--- config.mk ---
export PLATFORM = sky130hd
export DESIGN_NAME = motor_pwm_driver
export DESIGN_NICKNAME = d
export VERILOG_FILES = /design/src/rtl/motor_pwm_driver.sv
export SDC_FILE = /design/constraint.sdc
export NUM_CORES = 1
export LEC_CHECK = 0
export ABC_AREA = 1
export BUFFER_PORTS_ARGS = -buffer_cell sky130_fd_sc_hd__buf_2
export CORE_MARGIN = 2
export CORE_UTILIZATION = 65
export CTS_BUF_LIST = sky130_fd_sc_hd__clkbuf_2 sky130_fd_sc_hd__clkbuf_4 sky130_fd_sc_hd__clkbuf_8
export DETAILED_ROUTE_END_ITERATION = 10
export MAX_ROUTING_LAYER = met4
export PLACE_DENSITY = 0.91
export SLEW_MARGIN = 10
export SYNTH_ARGS = -nofsm -noshare
export SYNTH_HDL_FRONTEND = slang
export SYNTH_SLANG_ARGS = --single-unit
export TNS_END_PERCENT = 20
--- constraint.sdc ---
create_clock -name clk -period 2.3 [get_ports clk]
set_clock_uncertainty 0.15 [all_clocks]
set_input_delay 0.115 -clock clk [delete_from_list [all_inputs] [get_ports clk]]
set_output_delay 0.115 -clock clk [all_outputs]
set_load 0.02 [all_outputs]
--- src/rtl/motor_pwm_driver.sv ---
// Two-channel H-bridge driver: registers the steering commands, soft-starts each channel's PWM
// duty and forces a coast interval on every direction reversal.
module motor_pwm_driver #(
    parameter int unsigned PWM_BITS    = 8,
    parameter int unsigned DUTY_MAX    = 200,
    parameter int unsigned RAMP_DIV    = 1000,
    parameter int unsigned DEAD_CYCLES = 5000
) (
    input  logic       clk,
    input  logic       reset,
    input  logic [3:0] motor_in,
    input  logic [1:0] motor_en,
    output logic [3:0] hbridge_in,
    output logic [1:0] hbridge_en,
    output logic [1:0] ch_busy
);

    localparam int unsigned RW = (RAMP_DIV > 1) ? $clog2(RAMP_DIV) : 1;
    localparam int unsigned DW = (DEAD_CYCLES > 1) ? $clog2(DEAD_CYCLES) : 1;
    localparam logic [RW-1:0]       RAMP_LAST = RW'(RAMP_DIV - 1);
    localparam logic [DW-1:0]       DEAD_LAST = DW'(DEAD_CYCLES - 1);
    localparam logic [PWM_BITS-1:0] DUTY_LAST = PWM_BITS'(DUTY_MAX - 1);

    typedef enum logic [1:0] {StIdle, StRamp, StRun, StDead} state_e;

    logic [3:0]          cmd_dir_q;
    logic [1:0]          cmd_en_q;
    logic [PWM_BITS-1:0] pwm_cnt;
    state_e              state    [2];
    logic [PWM_BITS-1:0] duty     [2];
    logic [1:0]          dir      [2];
    logic [RW-1:0]       ramp_cnt [2];
    logic [DW-1:0]       dead_cnt [2];
    logic [1:0]          req;

    always_comb begin
        req = '0;
        for (int c = 0; c < 2; c++) begin
            req[c] = cmd_en_q[c] &&
                     (cmd_dir_q[2*c +: 2] == 2'b10 || cmd_dir_q[2*c +: 2] == 2'b01);
        end
    end

    // Outputs are assigned alongside each transition so pins follow the state on the same edge.
    // hbridge_en compares the pre-edge counter and duty, so a duty step shows up one clock later.
    always_ff @(posedge clk) begin
        if (reset) begin
            cmd_dir_q  <= '0;
            cmd_en_q   <= '0;
            pwm_cnt    <= '0;
            hbridge_in <= '0;
            hbridge_en <= '0;
            ch_busy    <= '0;
            for (int c = 0; c < 2; c++) begin
                state[c]    <= StIdle;
                duty[c]     <= '0;
                dir[c]      <= '0;
                ramp_cnt[c] <= '0;
                dead_cnt[c] <= '0;
            end
        end else begin
            cmd_dir_q <= motor_in;
            cmd_en_q  <= motor_en;
            pwm_cnt   <= pwm_cnt + 1'b1;
            for (int c = 0; c < 2; c++) begin
                case (state[c])
                    StIdle: begin
                        hbridge_en[c] <= 1'b0;
                        ch_busy[c]    <= 1'b0;
                        duty[c]       <= '0;
                        if (req[c]) begin
                            state[c]            <= StRamp;
                            dir[c]              <= cmd_dir_q[2*c +: 2];
                            ramp_cnt[c]         <= '0;
                            hbridge_in[2*c +: 2] <= cmd_dir_q[2*c +: 2];
                        end else begin
                            hbridge_in[2*c +: 2] <= 2'b00;
                        end
                    end
                    StRamp, StRun: begin
                        if (!req[c]) begin
                            state[c]             <= StIdle;
                            duty[c]              <= '0;
                            hbridge_in[2*c +: 2] <= 2'b00;
                            hbridge_en[c]        <= 1'b0;
                            ch_busy[c]           <= 1'b0;
                        end else if (cmd_dir_q[2*c +: 2] != dir[c]) begin
                            state[c]             <= StDead;
                            duty[c]              <= '0;
                            dead_cnt[c]          <= '0;
                            hbridge_in[2*c +: 2] <= 2'b00;
                            hbridge_en[c]        <= 1'b0;
                            ch_busy[c]           <= 1'b1;
                        end else begin
                            hbridge_in[2*c +: 2] <= dir[c];
                            hbridge_en[c]        <= (pwm_cnt < duty[c]);
                            ch_busy[c]           <= 1'b0;
                            if (state[c] == StRamp) begin
                                if (ramp_cnt[c] == RAMP_LAST) begin
                                    ramp_cnt[c] <= '0;
                                    duty[c]     <= duty[c] + 1'b1;
                                    if (duty[c] == DUTY_LAST) begin
                                        state[c] <= StRun;
                                    end
                                end else begin
                                    ramp_cnt[c] <= ramp_cnt[c] + 1'b1;
                                end
                            end
                        end
                    end
                    StDead: begin
                        hbridge_en[c] <= 1'b0;
                        duty[c]       <= '0;
                        // Command changes and disables are ignored until the count expires.
                        if (dead_cnt[c] == DEAD_LAST) begin
                            ch_busy[c] <= 1'b0;
                            if (req[c]) begin
                                state[c]             <= StRamp;
                                dir[c]               <= cmd_dir_q[2*c +: 2];
                                ramp_cnt[c]          <= '0;
                                hbridge_in[2*c +: 2] <= cmd_dir_q[2*c +: 2];
                            end else begin
                                state[c]             <= StIdle;
                                hbridge_in[2*c +: 2] <= 2'b00;
                            end
                        end else begin
                            dead_cnt[c]          <= dead_cnt[c] + 1'b1;
                            ch_busy[c]           <= 1'b1;
                            hbridge_in[2*c +: 2] <= 2'b00;
                        end
                    end
                    default: state[c] <= StIdle;
                endcase
            end
        end
    end

endmodule

==> results of run 1 <==
## through the flow
stage	util	instances	hold slack [ps]	setup WS, ps
after floorplan	-	595	72.0	247
after global routing	0.735	734	62.3	7.93
after CTS	0.734	734	49.1	78.2
after global placement	0.703	712	165	249
after detailed placement	0.703	712	174	101
final	0.735	734	68.9	106
## area by class of cell
class	instances	area share
well taps	102	0.0223
inverters	93	0.0616
clock buffers	9	0.0217
flip-flops and latches	92	0.445
multi-input cells	405	0.409
repair buffers	26	0.0302
clock inverters	7	0.00986
## flip-flops by register name, summed over array words and instances (netlist names)
signal      flops
duty           16
cmd_en_q        2
cmd_dir_q       4
hbridge_in      4
ramp_cnt       20
ch_busy         2
pwm_cnt         8
state           4
hbridge_en      2
dead_cnt       26
dir             4
## where the power goes
part           switching (mW)  internal [mW]
Combinational           0.349          0.187
Sequential              0.125           1.95
Clock                   0.615          0.408
## worst reg2reg max path: cells and delay by family, from the launching register on
kind	cells	cell delay [ps]
AND/OR/NAND/NOR	3	830
adder cells (fa/ha/maj)	1	220
AO/OA/AOI/OAI	1	160
flip-flops	1	420
buffers and inverters	1	120
## cells in the final DEF (no fill, tap or decap), drive strengths merged, types with 8 or more instances in the layout
cell type	n
inv	97
buf	20
nor2	100
a21oi	33
ha	27
nor3	23
nand2	99
o21ai	13
nand4	9
nand3	44
xor2	13
clkbuf	9
nor3b	8
dfxtp	22
edfxtp	70
## path summary, 6_finish.rpt
kind | end | slack [ps] | depth (start not counted)
worst min-delay path | cmd_dir_q[0] | 70 | 3
worst max-delay path | dead_cnt[1][4] | 110 | 6
worst min register to register | pwm_cnt[0] | 330 | 1
worst max register to register | dead_cnt[1][4] | 110 | 6
## cells by family after synthesis
family,Yosys count,synth area share
AOI/OAI and AO/OA,65,0.0758
xor gates and xnor gates,19,0.0317
adders and majority gates,27,0.0643
buffers and inverters,98,0.0725
DFF,92,0.484
and+or+nand+nor,294,0.271
## metal layers
| metal | share of wire | vias up |
|---|---|---|
| li1 | - | 2049 |
| met1 | 0.40 | 1923 |
| met2 | 0.54 | 106 |
| met3 | 0.043 | 22 |
| met4 | 0.021 | 0 |
| met5 | 0 | - |
## timing repair
| item | 4_1_cts | 5_1_grt |
|---|---|---|
| resized for setup | 0 | 3 |
| hold endpoints to repair | 6 | 0 |
| hold buffers | 6 | 0 |
| setup endpoints to repair | 0 | 36 |
| buffers inserted | 0 | 0 |
==> results.md, run 1 <==
Synth:
- Synthesis instantiated 44 different standard cells from the library.
- The Yosys step of the flow raised 0 warnings.
- Sorting the synthesized cells by area gives the leading types as sky130_fd_sc_hd__edfxtp_1, sky130_fd_sc_hd__dfxtp_1, sky130_fd_sc_hd__nand2_1.
- The most instantiated flip-flop cell in the synthesis netlist is sky130_fd_sc_hd__edfxtp_1.
- The largest total area in the synthesized netlist belongs to sky130_fd_sc_hd__edfxtp_1.
- In this run, synthesis produced a sequential element count of 92.
- The proportion of synthesized chip area in sequential cells is 0.484.
- The share of synthesized area in the top cell type comes to 0.400.
- When the netlist entered floorplanning its net count stood at 630.
- The synthesized area per cell is 8.82 um2.
- The cell count after synthesis came out at 595.
- By count the netlist is led by sky130_fd_sc_hd__nand2_1, sky130_fd_sc_hd__nor2_1, sky130_fd_sc_hd__inv_1, sky130_fd_sc_hd__edfxtp_1, sky130_fd_sc_hd__nand3_1.
- In the post-synthesis netlist, the cell with the most instances is sky130_fd_sc_hd__nand2_1.
- After synthesis the cells add up to 0.00525 mm2.
- Of all flip-flops after synthesis, the portion carrying an async set or reset was 0.
- The count of flip-flops with a built-in enable after synthesis is 70.

Cells and area:
- The repair_antennas step left the layout with diodes totalling 0.
- With fillers left out, the area of the finished cells amounts to 0.00571 mm2.
- The flip-flop and latch area is 0.00254 mm2.
- The area growth from synthesis to layout is 8.79%.
- The fraction of final layout cells with drive strength greater than 1 is 0.138.
- The layout has 518 filler cells.
- The multi-input logic area is 0.00234 mm2.
- The net total in the final layout is 662.

Timing:
- Setup violations remaining at the end of the flow were counted as 0.
- The pin slew with the least headroom to its limit is 763 ps.
- The number of hold-slack violations in the final timing report was 0.
- Summed over all failing endpoints, the final setup total negative slack is 0 ps.
- The maximum operating frequency is 456 MHz.
- The max-slew violation count is 0.
- The clock period could shrink to 2190 ps.
- Dividing the final minimum period by the clock period gives 0.954.
- Setup repair after global routing left no endpoint under its margin.
- The max-slew headroom at the worst pin is 0.489.

Setup path:
- The highest fanout seen on the critical path is 13.
- On the critical path, the stage with the largest delay is an instance of sky130_fd_sc_hd__nor3_1.
- The number of buffer and inverter instances along the worst setup path is 1.
- STA puts the critical path data required time at 2230 ps.
- The category of the critical setup timing path is flop to flop.
- For this run, the slowest stage of the critical path takes 470 ps.
- The data arrival time of the critical path is 2120 ps.
- The critical path goes through ha_1, nand4_1, nor3_1, o21ai_0, inv_1, nand2_2.
- The cell family contributing the most delay on the critical path is simple AND/OR/NAND/NOR gates.
- Tracing the worst setup path back leads to its startpoint at dead_cnt[1][0].
- STA classifies the critical path endpoint as a flop.
- The startpoint identified for the worst register-to-register timing path is dead_cnt[1][0].
- The worst setup path is launched from a flop.

Routing:
- After detailed routing, the number of remaining DRC violations is 0.
- The total routed wirelength is 10.5 mm.
- The iteration count of the initial detailed-routing pass is 5.
- In the final routed layout, each cell accounts on average for 14.3 um.
- The routed layout has 4,100 vias.
- The vias per cell is 5.59.
- In this run the remaining antenna-violating nets after routing total 0.
- After the first detailed-routing iteration, the DRC count stood at 236.

GRT:
- The global-route wire length before repair is 18.4 mm.
- The combined global-route utilization of all metal layers is 0.271.
- The layer flagged by global routing as most heavily used is met2.
- In the global route stage, met3 resource usage came out at 0.0506.
- The met1 layer usage reported by global route is 0.302.
- The pin count of the biggest net entering global routing is 18.
- The number of global-route vias before repair was 4,221.
- For met2 alone, demand over resource in global routing was 0.480.
- The number of antenna violations at the first check in global routing was 0.
- The total overflow left after global routing is 0.

Place:
- The HPWL after detailed placement is 7.43 mm.
- The routability congestion estimate from global placement is 0.929.
- The placed instances occupy a cell area of 0.00546 mm2.
- The count of buffers added on input and output ports is 15.

Floorplanning:
- The initial cell density of the core is 0.676.
- The width of the die is 93.9 um.
- The core region is 0.00777 mm2.
- The die footprint is 0.00881 mm2.
- The floorplan has 32 rows.
- The number of top-level pins is 16.
- From bottom edge to top edge, the die measures 93.9 um.

Power and ir drop:
- The completed layout was analyzed and its total power is 3.63 mW.
- The total leakage power is 2.36 nW.
- Dividing total power by cell area gives a power density of 636 mW/mm2.
- The worst supply voltage drop on vdd is 493 uV.

Worst hold path:
- The hold path startpoint is reset.
- The class of the tightest hold or removal check is input pin to flop.

Clock tree:
- No sink is reached through more buffers than the 2 on the longest clock path.
- The clock insertion delay at the later pin of the skew report is 370 ps.
- The clock transition time at the flip-flop clock pins of the worst setup and hold paths is 100 ps.
- The clock net in this run drives a total of 92 sinks.
- The tree is rooted in a sky130_fd_sc_hd__clkbuf_8.
- The clock tree from TritonCTS is done.
- The number of H-tree levels is 3.
- Clock tree synthesis inserted a total of 9 buffers.

Outcome:
- The flow ran to the end, and the final reports show no timing, DRC or antenna violations.

Flow run:
- The number of max-cap violations is 0.
Note: power is estimated with default switching activity, not from simulation.
==> run 2: changes to the inputs <==
--- a/config.mk
+++ b/config.mk
@@ -7,7 +7,6 @@
 export LEC_CHECK = 0
 export ABC_AREA = 1
 export BUFFER_PORTS_ARGS = -buffer_cell sky130_fd_sc_hd__buf_2
-export CORE_MARGIN = 2
 export CORE_UTILIZATION = 65
 export CTS_BUF_LIST = sky130_fd_sc_hd__clkbuf_2 sky130_fd_sc_hd__clkbuf_4 sky130_fd_sc_hd__clkbuf_8
 export DETAILED_ROUTE_END_ITERATION = 10
==> results.md, run 2 (synthesis gave the netlist of run 1 again) <==
GRT:
- The number of antenna violations at the first check in global routing is 0.
- The pin count of the biggest net entering global routing is 19.
- The met3 routing resource usage after global routing is 0.0481.
- The first global-routing pass estimated 17.4 mm of wire.
- For met1 alone, demand over resource in global routing was 0.303.
- The number of global-route vias before repair was 4,010.
- The routing usage on met2 is 0.463.
- Across every metal layer, demand over resource in global routing totals 0.268.
- The total grt overflow is 0.
- The layer carrying the most global-route usage is met2.

Setup path:
- The setup slack on the worst flop-to-flop path is 170 ps.
- The category of the critical setup timing path is flop to flop.
- In this run the worst path has a maximum fanout of 10.
- In this run the critical register-to-register path is captured at ramp_cnt[1][8].
- The endpoint class of the critical path is a flop.
- In this run the critical register-to-register path is launched from dead_cnt[1][0].
- For the worst setup path, the data required time is 2220 ps.
- The data arrival time of the critical path is 2050 ps.
- The number of cells on the worst reg-to-reg path is 8.
- STA classifies the critical path startpoint as a flop.

Routing:
- After detailed routing, the total wire length is 10.2 mm.
- The first detailed-routing pass ran for 5 iterations.
- For this run, design rule violations remaining after detail routing come to 0.
- After detailed routing, the number of vias per cell comes to 5.62.
- Dividing the detail-routed wire length by the instance count gives 13.8 um.
- The routed layout has 4,133 vias.
- The count of nets left with antenna violations once routing finished came out at 0.
- The violation count after the first detailed-route iteration is 193.

Timing:
- Timing would allow up to 469 MHz.
- Setup repair after global routing left no endpoint under its margin.
- The max-slew violation count came to 0.
- Setup slack on the critical path of the routed design comes to 169 ps.
- The max-slew headroom at the worst pin is 0.497.
- The number of hold-slack violations in the final timing report came to 0.
- The pin slew with the least headroom to its limit is 751 ps.
- The number of setup violations in the final report is 0.
- In the final timing run, aggregate negative setup slack is 0 ps.
- The ratio of final minimum period to clock period is 0.927.
- The routed design could run at a clock period as short as 2130 ps.

Flow run:
- The number of max-cap violations is 0.

Cells and area:
- Compared with the post-synthesis result, the final layout area differs by 9.13%.
- The antenna cell count is 0.
- In the final layout, the registers with the most flip-flops are dead_cnt: 26 flops, ramp_cnt: 20 flops, duty: 16 flops.
- The net total in the final layout is 664.
- The flip-flop count of the largest register, all copies and words added is 26.
- The library cell used most frequently in the layout, excluding fill and tap cells, is sky130_fd_sc_hd__nand2_1.
- Leaving out fill and tap cells, the most frequent cells in the layout are sky130_fd_sc_hd__nand2_1, sky130_fd_sc_hd__nor2_1, sky130_fd_sc_hd__inv_1.
- The fraction of final layout cells with drive strength greater than 1 is 0.137.
- Leaving out filler cells and counting taps, the final layout contains 736.
- Ranked by flip-flop count, first place goes to dead_cnt.

Floorplanning:
- The floorplan has 32 rows.
- Measured along the y axis, the die boundary spans 91.9 um.
- Measured along the x axis, the die boundary spans 91.9 um.
- The initial utilization of the core area, before any placement, comes to 0.676.
- The core box area is 0.00777 mm2.
- The die covers 0.00844 mm2.
- The number of top-level pins is 16.

Place:
- At the end of routability-driven placement, the weighted congestion stood at 0.900.
- The number of placed instances with taps included is 712.
- The HPWL after detailed placement is 7.24 mm.
- In this run the tool buffered the top-level ports with 15 buffer cells.
- At the placement stage, the worst setup path has a slack of 201 ps.

Clock tree:
- The clock insertion delay at the later pin of the skew report is 380 ps.
- The H-tree was split into 3 levels.
- The total clock buffers created by CTS is 9.
- The maximum root-to-sink buffer count is 2.
- The clock net in this run drives a total of 92 sinks.
- The clock tree from TritonCTS is done.
- The library cell used as clock root buffer is sky130_fd_sc_hd__clkbuf_8.
- The clock transition time at the flip-flop clock pins of the worst setup and hold paths is 100 ps.

Power and ir drop:
- The cell area power density is 639 mW/mm2.
- Across the VDD grid, the largest voltage drop is 354 uV.
- The analysis attributes to cell leakage a power of 2.37 nW.

Outcome:
- The run finished with clean final reports.

Worst hold path:
- The endpoint with the worst hold slack is cmd_dir_q[0].
- The number of cells on the worst hold path is 4.
- The path class of the tightest hold or removal check is input pin to flop.
- The hold path startpoint is motor_in[0].
run 2: worst max path at each step:
stage	startpoint	endpoint	slack, ps	depth (start not counted)
3_5_place_dp	dead_cnt[1][0]	dead_cnt[1][7]	200	6
4_1_cts	dead_cnt[1][0]	dead_cnt[1][3]	180	6
3_3_place_gp	dead_cnt[1][0]	dead_cnt[1][1]	280	6
5_1_grt	dead_cnt[1][0]	ramp_cnt[1][8]	9	8
2_1_floorplan	state[1][0]	duty[1][0]	250	6
6_report	dead_cnt[1][0]	ramp_cnt[1][8]	170	8
run 2: power by group:
part           internal (mW)  switching [mW]
Sequential              1.95           0.128
Clock                  0.448           0.607
Combinational          0.189           0.344
Total                   2.58            1.08
run 2: what timing repair did:
item | CTS | global route
endpoints found under the hold margin | 11 | 0
setup endpoints to repair | 0 | 36
buffers inserted | 0 | 1
resized for setup | 0 | 1
hold buffers | 7 | 0
run 2: per-layer routing:
layer  share of wire  wire length, um
met3           0.041              412
met1            0.41             4180
met4           0.026              268
met2            0.52             5300
met5               0                0
run 2: through the flow:
| step | power [mW] | area, um2 | utilization | hold WS [ps] |
|---|---|---|---|---|
| after CTS | 3.66 | 5720 | 0.736 | 313 |
| after global placement | 2.58 | 5460 | 0.703 | 166 |
| after floorplan | 2.47 | 5250 | - | 72.0 |
| after global routing | 3.83 | 5730 | 0.738 | 338 |
| final | 3.66 | 5730 | 0.738 | 330 |
| after detailed placement | 2.62 | 5460 | 0.703 | 170 |
run 2: area by class of cell:
class                      count  area [um2]
sequential                    92        2540
multi-input combinational    405        2330
fill                         522        2040
clock inverter                 5        42.5
tap                          102         128
timing repair buffer          28         190
clock buffer                  11         145
inverter                      93         352
run 2: critical path: stages, from the launching register on:
cell	delay, ps
sky130_fd_sc_hd__edfxtp_1	410
sky130_fd_sc_hd__ha_1	220
sky130_fd_sc_hd__nand4_1	130
sky130_fd_sc_hd__nor2_1	120
sky130_fd_sc_hd__nand2_1	80
sky130_fd_sc_hd__nor2_1	250
sky130_fd_sc_hd__o21ai_2	150
sky130_fd_sc_hd__nand3_1	110
sky130_fd_sc_hd__buf_4	190
==> run 3: changes to the inputs <==
--- a/config.mk
+++ b/config.mk
@@ -7,13 +7,13 @@
 export LEC_CHECK = 0
 export ABC_AREA = 1
 export BUFFER_PORTS_ARGS = -buffer_cell sky130_fd_sc_hd__buf_2
-export CORE_UTILIZATION = 65
+export CORE_UTILIZATION = 30
 export CTS_BUF_LIST = sky130_fd_sc_hd__clkbuf_2 sky130_fd_sc_hd__clkbuf_4 sky130_fd_sc_hd__clkbuf_8
 export DETAILED_ROUTE_END_ITERATION = 10
 export MAX_ROUTING_LAYER = met4
-export PLACE_DENSITY = 0.91
+export PLACE_DENSITY = 0.52
 export SLEW_MARGIN = 10
 export SYNTH_ARGS = -nofsm -noshare
 export SYNTH_HDL_FRONTEND = slang
 export SYNTH_SLANG_ARGS = --single-unit
-export TNS_END_PERCENT = 20
+export TNS_END_PERCENT = 100
==> results.md, run 3 (synthesis gave the netlist of run 1 again) <==
Setup path:
- The worst flop-to-flop path startpoint is dead_cnt[1][0].
- The logic depth of the worst register-to-register path is 8.
- The critical path is of the flop to flop type.
- The worst setup path is captured at a flop.
- Among all stages on the critical path, the largest delay is contributed by sky130_fd_sc_hd__edfxtp_1.
- The sort of element at the start of the critical path is a flop.
- Traced cell by cell, the critical path runs through ha_1, nand4_1, nor2_1, nand2_1, nor2_1, o21ai_2, nand3_1, buf_4.
- The delay contributed by the slowest stage of the critical path is 410 ps.
- The data arrival time of the critical path is 2000 ps.
- Across all register-to-register paths, the minimum setup slack is 240 ps.
- The required time at the worst-slack endpoint is 2230 ps.
- Of all nets on the critical path, the largest fanout is 10.
- In this design, the critical path's most frequently occurring cell is sky130_fd_sc_hd__nor2_1.
- Together, buffers and inverters on the worst path number 1.
- The endpoint of the lowest-slack register-to-register path is ramp_cnt[1][7].
- The cell family contributing the most delay on the critical path is simple AND/OR/NAND/NOR gates.

Routing:
- The post-detailed-route wirelength per cell is 11.4 um.
- The vias per cell is 4.57.
- The count of nets left with antenna violations once routing finished came out at 0.
- Summed over all layers, the routed wires come to 9.80 mm.
- The detailed router finished its first iteration with 227 violations.
- The iteration count of the initial detailed-routing pass is 4.
- The via count is 3,935.
- After detailed routing, the number of remaining DRC violations is 0.

Cells and area:
- 0 antenna diodes ended up in the layout.
- Of the cells placed in the final design, the portion with a size suffix greater than 1 is 0.137.
- The most common library cell in the layout ignoring fill and taps is sky130_fd_sc_hd__nand2_1.
- In the final layout, the registers with the most flip-flops are dead_cnt: 26 flops, ramp_cnt: 20 flops, duty: 16 flops.
- After the last flow step, the layout net total stands at 666.
- The register with the most flip-flops in the layout has 26 of them.
- From synthesis to final layout, the design area changed by 13.0%.
- In the layout the commonest cells are sky130_fd_sc_hd__nand2_1, sky130_fd_sc_hd__nor2_1, sky130_fd_sc_hd__inv_1.
- dead_cnt holds more flip-flops than any other register.
- The number of inserted filler cells in the final layout is 1,789.

Place:
- Buffers placed on the I/O ports in this run total 15.
- The HPWL after detailed placement is 7.40 mm.
- Timing analysis after detailed placement gives a worst setup slack of 264 ps.
- The routability congestion estimate from global placement is 0.829.

Clock tree:
- The number of clock sinks seen by CTS is 92.
- The total clock buffers created by CTS is 9.
- The later pin in the worst-skew pair is clocked with a latency of 380 ps.
- After clock tree synthesis, the clock-pin slew on the worst setup and hold paths is 90 ps.
- The maximum root-to-sink buffer count is 2.
- CTS placed an instance of sky130_fd_sc_hd__clkbuf_8 at the clock tree root.
- Once the clock tree was built, the setup fixing pass inserted 0 buffers.
- The number of H-tree levels is 3.
- TritonCTS built the clock tree.

Power and ir drop:
- VDD sags by at most 261 uV.
- The total power is 3.81 mW.
- The total leakage power is 2.40 nW.
- The cell area power density is 643 mW/mm2.

GRT:
- The number of antenna violations at the first check in global routing is 0.
- The global-route wire length before repair is 17.6 mm.
- The pin count of the biggest net entering global routing is 19.
- The total grt overflow is 0.
- The number of global-route vias before repair is 3,889.
- Across every metal layer, demand over resource in global routing totals 0.124.

Timing:
- Dividing the final minimum period by the clock period gives 0.897.
- The max-slew violation count is 0.
- The pin slew with the least headroom to its limit is 712 ps.
- The accumulated negative setup slack is 0 ps.
- The maximum operating frequency is 485 MHz.
- The number of hold-slack violations in the final timing report was 0.
- Setup violations remaining at the end of the flow were counted as 0.
- The post-layout minimum cycle time is 2060 ps.
- Setup repair after global routing left no endpoint under its margin.
- Across all setup checks in the final design, the least slack found is 237 ps.
- The max-slew headroom at the worst pin is 0.523.

Worst hold path:
- The endpoint with the worst hold slack is cmd_en_q[1].
- In this run the most critical hold path is launched from motor_en[1].
- The class of the tightest hold or removal check is input pin to flop.
- The number of cells on the worst hold path is 4.

Floorplanning:
- The die footprint is 0.0180 mm2.
- The number of top-level pins is 16.
- The floorplan step set the die height to 134 um.
- For this configuration, the core starts out at a cell density of 0.306.
- The core box area is 0.0172 mm2.
- The width of the die is 134 um.
- The floorplan has 48 rows.

Outcome:
- The flow ran to the end, and the final reports show no timing, DRC or antenna violations.

Flow run:
- The number of max-cap violations is 0.
-- run 3: worst reg2reg max path: stages (launching register included) --
cell and delay (ps):
sky130_fd_sc_hd__edfxtp_1 410, sky130_fd_sc_hd__ha_1 210, sky130_fd_sc_hd__nand4_1 120, sky130_fd_sc_hd__nor2_1 120, sky130_fd_sc_hd__nand2_1 90, sky130_fd_sc_hd__nor2_1 240, sky130_fd_sc_hd__o21ai_2 150, sky130_fd_sc_hd__nand3_1 90
sky130_fd_sc_hd__buf_4 190
-- run 3: how the worst max path moves through the flow --
stage / startpoint / endpoint / depth (start not counted)
4_1_cts: dead_cnt[1][0] / ramp_cnt[1][7] / 8
5_1_grt: dead_cnt[0][0] / ramp_cnt[0][6] / 8
3_5_place_dp: dead_cnt[1][0] / ramp_cnt[1][7] / 8
6_report: dead_cnt[1][0] / ramp_cnt[1][7] / 8
2_1_floorplan: state[1][0] / duty[1][0] / 6
3_3_place_gp: dead_cnt[1][0] / ramp_cnt[1][6] / 8
-- run 3: metal layers --
metal | track usage | vias up | wire, um
met1 | 0.149 | 1810 | 4730
li1 | - | 2053 | -
met2 | 0.199 | 58 | 4550
met3 | 0.0283 | 14 | 353
met5 | - | - | 0
met4 | 0.0506 | 0 | 172
-- run 3: metrics by stage --
step | std cells | hold WS, ps | utilization | area [um2]
finish | 861 | 337 | 0.345 | 5930
global route | 861 | 347 | 0.345 | 5930
CTS | 861 | 312 | 0.345 | 5930
detailed placement | 838 | 178 | 0.328 | 5640
global placement | 838 | 184 | 0.328 | 5640
floorplan | 595 | 72.0 | - | 5250
-- run 3: final cells by class --
cell class / instances / area [um2] / share of cell area
sequential: 92 / 2540 / 0.429
multi-input combinational: 405 / 2330 / 0.392
clock inverter: 6 / 86.3 / 0.0146
clock buffer: 10 / 138 / 0.0232
timing repair buffer: 30 / 205 / 0.0346
inverter: 93 / 352 / 0.0593
tap: 225 / 282 / 0.0475
-- run 3: where the power goes --
part           leakage (nW)  internal, mW  switching, mW
clock network         0.110         0.640          0.581
registers             0.926          1.95          0.121
logic                  1.36         0.191          0.334
total                  2.40          2.78           1.04
-- run 3: what timing repair did --
| action | 4_1_cts | 5_1_grt |
|---|---|---|
| resized for setup | 0 | 0 |
| endpoints found under the setup margin | 0 | 0 |
| hold endpoints to repair | 11 | 0 |
| hold buffers | 7 | 0 |
